### config.mk
export PLATFORM = sky130hd
export DESIGN_NAME = spi_reg_bank
export DESIGN_NICKNAME = d
export VERILOG_FILES = /design/src/rtl/spi_reg_bank.sv
export SDC_FILE = /design/constraint.sdc
export NUM_CORES = 1
export LEC_CHECK = 0
export ABC_AREA = 1
export CAP_MARGIN = 5
export CORE_MARGIN = 2
export CORE_UTILIZATION = 50
export CTS_CLUSTER_DIAMETER = 200
export CTS_CLUSTER_SIZE = 10
export DETAILED_ROUTE_END_ITERATION = 8
export GPL_ROUTABILITY_DRIVEN = 0
export GPL_TIMING_DRIVEN = 0
export MAX_ROUTING_LAYER = met4
export PLACE_DENSITY = 0.68
export SLEW_MARGIN = 10
export SYNTH_ARGS = -nofsm -noshare
export SYNTH_HDL_FRONTEND = slang
export SYNTH_SLANG_ARGS = --single-unit
export TNS_END_PERCENT = 20
### constraint.sdc
create_clock -name Clock -period 3.47 [get_ports Clock]
set_clock_uncertainty 0.15 [all_clocks]
set_input_delay 1.041 -clock Clock [delete_from_list [all_inputs] [get_ports Clock]]
set_output_delay 1.041 -clock Clock [all_outputs]
set_load 0.02 [all_outputs]
### src/rtl/spi_reg_bank.sv
// spi_reg_bank: command decoder and byte-wide register file behind an SPI slave.
// Byte 0 of a frame is the command (bit7 = write, bits[6:0] = start address).
// Each following byte is a data byte, and the address auto-increments after every byte.
// Fabric logic reads the registers through a separate registered port.
module spi_reg_bank #(
    parameter int          REG_COUNT   = 16,
    parameter int          ADDR_WIDTH  = 4,
    parameter logic [7:0]  RESET_VALUE = 8'h00,
    parameter logic [7:0]  STATUS_BYTE = 8'hA5
) (
    input  logic                  Clock,
    input  logic                  Reset,
    input  logic                  CS_i,
    input  logic [7:0]            RxData_i,
    input  logic                  RxDone_i,
    output logic [7:0]            TxData_o,
    output logic                  WrStrobe_o,
    output logic [ADDR_WIDTH-1:0] WrAddr_o,
    output logic [7:0]            WrData_o,
    output logic                  CmdError_o,
    input  logic [ADDR_WIDTH-1:0] UserAddr_i,
    output logic [7:0]            UserData_o
);

    typedef enum logic [1:0] {IDLE, CMD, READ, WRITE} state_t;

    localparam logic [ADDR_WIDTH-1:0] LAST_ADDR = ADDR_WIDTH'(REG_COUNT - 1);

    logic [7:0]            regs [REG_COUNT];
    logic [1:0]            cs_sync;
    logic [1:0]            sync_fill;
    logic                  armed;
    logic                  csn;

    state_t                state, state_n;
    logic [ADDR_WIDTH-1:0] addr, addr_n;
    logic                  invalid, invalid_n;
    logic [7:0]            tx_n;
    logic                  err_n;
    logic                  wr_en;
    logic [6:0]            cmd_addr;
    logic                  cmd_ok;

    assign csn      = cs_sync[1];
    assign cmd_addr = RxData_i[6:0];
    assign cmd_ok   = int'(cmd_addr) < REG_COUNT;

    // Two-flop chip-select synchronizer, plus an arm flag that requires a genuine
    // high level on the pin after reset before a new frame may begin.
    always_ff @(posedge Clock) begin
        // NOTE: sequential state uses non-blocking assignments, so every flop samples
        // pre-edge values regardless of the order the statements are written in.
        if (Reset) begin
            cs_sync   <= 2'b11;
            sync_fill <= 2'b00;
            armed     <= 1'b0;
        end else begin
            cs_sync   <= {cs_sync[0], CS_i};
            sync_fill <= {sync_fill[0], 1'b1};
            armed     <= armed | (sync_fill[1] & csn);
        end
    end

    // State register.
    always_ff @(posedge Clock) begin
        if (Reset) state <= IDLE;
        else       state <= state_n;
    end

    // Next-state logic and next values for address, invalid flag, MISO byte and error flag.
    always_comb begin
        // NOTE: every output of this block gets a default first, so no path can
        // leave a value unassigned and infer a latch.
        state_n   = state;
        addr_n    = addr;
        invalid_n = invalid;
        tx_n      = TxData_o;
        err_n     = CmdError_o;
        wr_en     = 1'b0;

        case (state)
            IDLE: begin
                tx_n = STATUS_BYTE;
                if (!csn && armed) begin
                    state_n = CMD;
                    err_n   = 1'b0;
                end
            end
            CMD: begin
                if (RxDone_i) begin
                    addr_n    = cmd_addr[ADDR_WIDTH-1:0];
                    invalid_n = !cmd_ok;
                    if (!cmd_ok) err_n = 1'b1;
                    if (RxData_i[7]) begin
                        state_n = WRITE;
                    end else begin
                        state_n = READ;
                        tx_n    = cmd_ok ? regs[cmd_addr[ADDR_WIDTH-1:0]] : 8'h00;
                    end
                end
            end
            READ: begin
                if (RxDone_i) begin
                    addr_n = (addr == LAST_ADDR) ? '0 : addr + 1'b1;
                    tx_n   = invalid ? 8'h00 : regs[addr_n];
                end
            end
            WRITE: begin
                if (RxDone_i) begin
                    if (!invalid) begin
                        wr_en  = 1'b1;
                        addr_n = (addr == LAST_ADDR) ? '0 : addr + 1'b1;
                        tx_n   = RxData_i;
                    end else begin
                        tx_n   = 8'h00;
                    end
                end
            end
            default: state_n = IDLE;
        endcase

        // Chip select released: the byte above is still committed, then the frame ends.
        if (csn) begin
            state_n = IDLE;
            tx_n    = STATUS_BYTE;
        end
    end

    // Frame registers: address pointer, invalid flag, MISO byte, error flag.
    always_ff @(posedge Clock) begin
        if (Reset) begin
            addr       <= '0;
            invalid    <= 1'b0;
            TxData_o   <= STATUS_BYTE;
            CmdError_o <= 1'b0;
        end else begin
            addr       <= addr_n;
            invalid    <= invalid_n;
            TxData_o   <= tx_n;
            CmdError_o <= err_n;
        end
    end

    // Write notification to the fabric, one cycle after the received byte.
    always_ff @(posedge Clock) begin
        if (Reset) begin
            WrStrobe_o <= 1'b0;
            WrAddr_o   <= '0;
            WrData_o   <= 8'h00;
        end else begin
            WrStrobe_o <= wr_en;
            if (wr_en) begin
                WrAddr_o <= addr;
                WrData_o <= RxData_i;
            end
        end
    end

    // Register file update from SPI writes.
    always_ff @(posedge Clock) begin
        // NOTE: the register file is reset explicitly because every register has a
        // defined reset value; this keeps it in flops rather than a RAM macro.
        if (Reset) begin
            for (int i = 0; i < REG_COUNT; i++) regs[i] <= RESET_VALUE;
        end else if (wr_en) begin
            regs[addr] <= RxData_i;
        end
    end

    // Registered fabric read port; a same-cycle SPI write yields the old value.
    always_ff @(posedge Clock) begin
        if (Reset)                             UserData_o <= RESET_VALUE;
        else if (int'(UserAddr_i) < REG_COUNT) UserData_o <= regs[UserAddr_i];
        else                                   UserData_o <= 8'h00;
    end

endmodule

==> metrics <==
CP Buf/Inv Count=5; r2r startpoint=addr[0]; Skew-Pair Late Insertion Delay=0.44 ns; Crit. End Element=flop; Post-Route WL=39,300 um; Synth top area share=39.0%; # clock sinks=170; Post-synth EDFFs=128; CP Cell Sequence=inv_1, buf_2, buf_2, ha_1, clkbuf_1, clkbuf_1, a21oi_1, o21ai_0, nand3_1, nand3_1, nand3_1, nand2_1, nand2_1, nand2_1; Rows=51; syn avg cell area=7.64 um^2; crit share post-route=96.9%; CP arrival=3.60 ns; Syn Inst Count=1,292; Global Route Usage Sum=40.0%; Max Freq=0.297 GHz; Net count, final=1,369; CTS Hold Buffers Added=0; H-tree depth=4; overall power=0.00474 W; synthesized cell area=9870 um^2; R2R setup slack=0.11 ns; fin. max-slew vios=0; number of synthesized register bits=170; Fin. Hold Viols=0; Crit Path Max Fanout=11; Setup crit end=TxData_o[7]; Worst-Margin Slew=1.04 ns; port buffer count=40; pre-CTS setup slack=0.00956 ns; Slowest-stage cell, CP=clkbuf_1; full die area=20,900 um^2; router iterations before antenna repair=7; setup ws final=0.107 ns; min-delay worst type=reg2reg; HPWL after detailed placement=28,000 um; largest delay contributor family on the critical path=buffers and inverters; Synth warnings=0; Seq/Total Area, Yosys=47.5%; Post-Syn Nets=1,312; 1st-iter DRT viols=2,043; largest net degree at the start of global routing=20; CTS Root Buffer Type=clkbuf_16; core region area=19,400 um^2; GRT overflow=0; DRC=0; Top FF cell, synth=edfxtp_1; max-slew headroom at the worst pin=30.3%; RSZ-0062 raised after global routing=false; async set-or-reset flop fraction in the synthesized netlist=0%; DR WL/cell=24.1 um; P_leak=4.30 nW; Via density=6.39; first-pass GRT wire length=57,900 um; Post-synth top cells=237 x nand2_1, 212 x nand3_1, 191 x nor2_1, 131 x o21ai_0, 128 x edfxtp_1; Worst Setup SP=addr[0]; Final ANT Viol Nets=0; layout cells sized above 1=7.20%; Distinct cells, synth=31; TritonCTS clock tree=built; Initial Util=50.9%; Layout area overhead=13.4%; Worst-path clk slew=0.07 ns; DIE WIDTH=144 um; initial antenna violation count=1; CP max stage delay=0.68 ns; Die H=144 um; CP Data Required Time=3.71 ns; FF-to-FF End=TxData_o[7]; power density over cell area=424 nW/um^2; WP depth=14; Max clock buf depth=2; I/O pin total=46; MaxCap Viol Count=0; Period minus WS final=3.36 ns; Setup CP Type=reg2reg; # Post-CTS Setup Buffers=0; TritonCTS buffer count=17; Yosys top cell by area=edfxtp_1; peak supply drop=0.348 mV; outcome=finished, final reports clean; post-CTS resize count=0; most common cell in the netlist=nand2_1; via count=10,400; # setup viols final=0; CP startpoint kind=flop; TNS Setup=0 ns; largest cells by area after synthesis=edfxtp_1 39%, nand3_1 11%, nand2_1 9.0%; vias in the first global route=9,506; worst reg2reg path depth=14
-- final cells by class --
class | instances | area (um^2)
Clock buffer | 19 | 464
Buffer | 93 | 420
Tap cell | 265 | 332
Antenna cell | 2 | 5.00
Timing Repair Buffer | 40 | 400
Fill cell | 1887 | 8210
Sequential cell | 170 | 4680
Clock inverter | 13 | 130
Multi-Input combinational cell | 951 | 4470
Inverter | 76 | 285
-- registers in the layout, summed over array words and instances, names as in the netlist --
name,count
regs,128
CmdError_o,1
UserData_o,8
invalid,1
state,2
armed,1
WrAddr_o,4
sync_fill,2
addr,4
cs_sync,2
WrStrobe_o,1
TxData_o,8
WrData_o,8
-- per-stage QoR --
step / utilization [%] / hold slack, ns / std cells / area, um^2
3_5_place_dp: 54.6 / 0.245 / 1597 / 10600
3_3_place_gp: 54.6 / 0.240 / 1597 / 10600
6_report: 57.7 / 0.253 / 1629 / 11200
5_1_grt: 57.7 / 0.287 / 1628 / 11200
2_1_floorplan: - / 0.238 / 1292 / 9870
4_1_cts: 57.7 / 0.258 / 1628 / 11200
-- metal layers --
layer,track usage (%),vias up,part of all wire (%)
li1,-,4550,-
met1,50.5,4737,37
met2,54.0,892,41
met3,15.1,235,15
met4,24.4,0,6.9
met5,-,-,0
-- how the worst min path moves through the flow --
stage	from	to	slack (ns)	cells past startpoint
finish	sync_fill[0]	sync_fill[1]	0.25	2
global route	cs_sync[0]	cs_sync[1]	0.29	1
CTS	sync_fill[0]	sync_fill[1]	0.26	2
detailed placement	cs_sync[0]	cs_sync[1]	0.24	1
global placement	cs_sync[0]	cs_sync[1]	0.24	1
floorplan	sync_fill[0]	sync_fill[1]	0.24	2
-- tightest hold or removal path: cells and delay by family, from the launching register on --
family	cells	cell delay [ns]
buffers and inverters	1	0.04
and+or+nand+nor	1	0.03
DFF	1	0.30
-- power breakdown --
part           internal [W]  total [W]  switching (W)
logic              0.000136   0.000511       0.000375
registers           0.00224    0.00230      0.0000569
clock network       0.00107    0.00193       0.000864
total               0.00345    0.00474        0.00130
-- cells in the final DEF (no fill, tap or decap), drive strengths merged, types with 42 or more instances in the layout --
master and instances:
o21ai 132, clkbuf 69, edfxtp 128, buf 43
nand2 254, dfxtp 42, nor2 198, nand3 214
a21oi 92, inv 79
-- kinds of logic (layout without fill, tap and decap cells) --
family,Yosys count,after routing,share of synthesized area [%]
buffers and inverters,171,241,7.23
AO/OA/AOI/OAI,276,276,15.4
AND/OR/NAND/NOR,671,671,29.4
adder cells (fa/ha/maj),4,4,0.507
flip-flops,170,170,47.5
other,0,2,0
No activity file was read; power rests on OpenSTA's default activity.
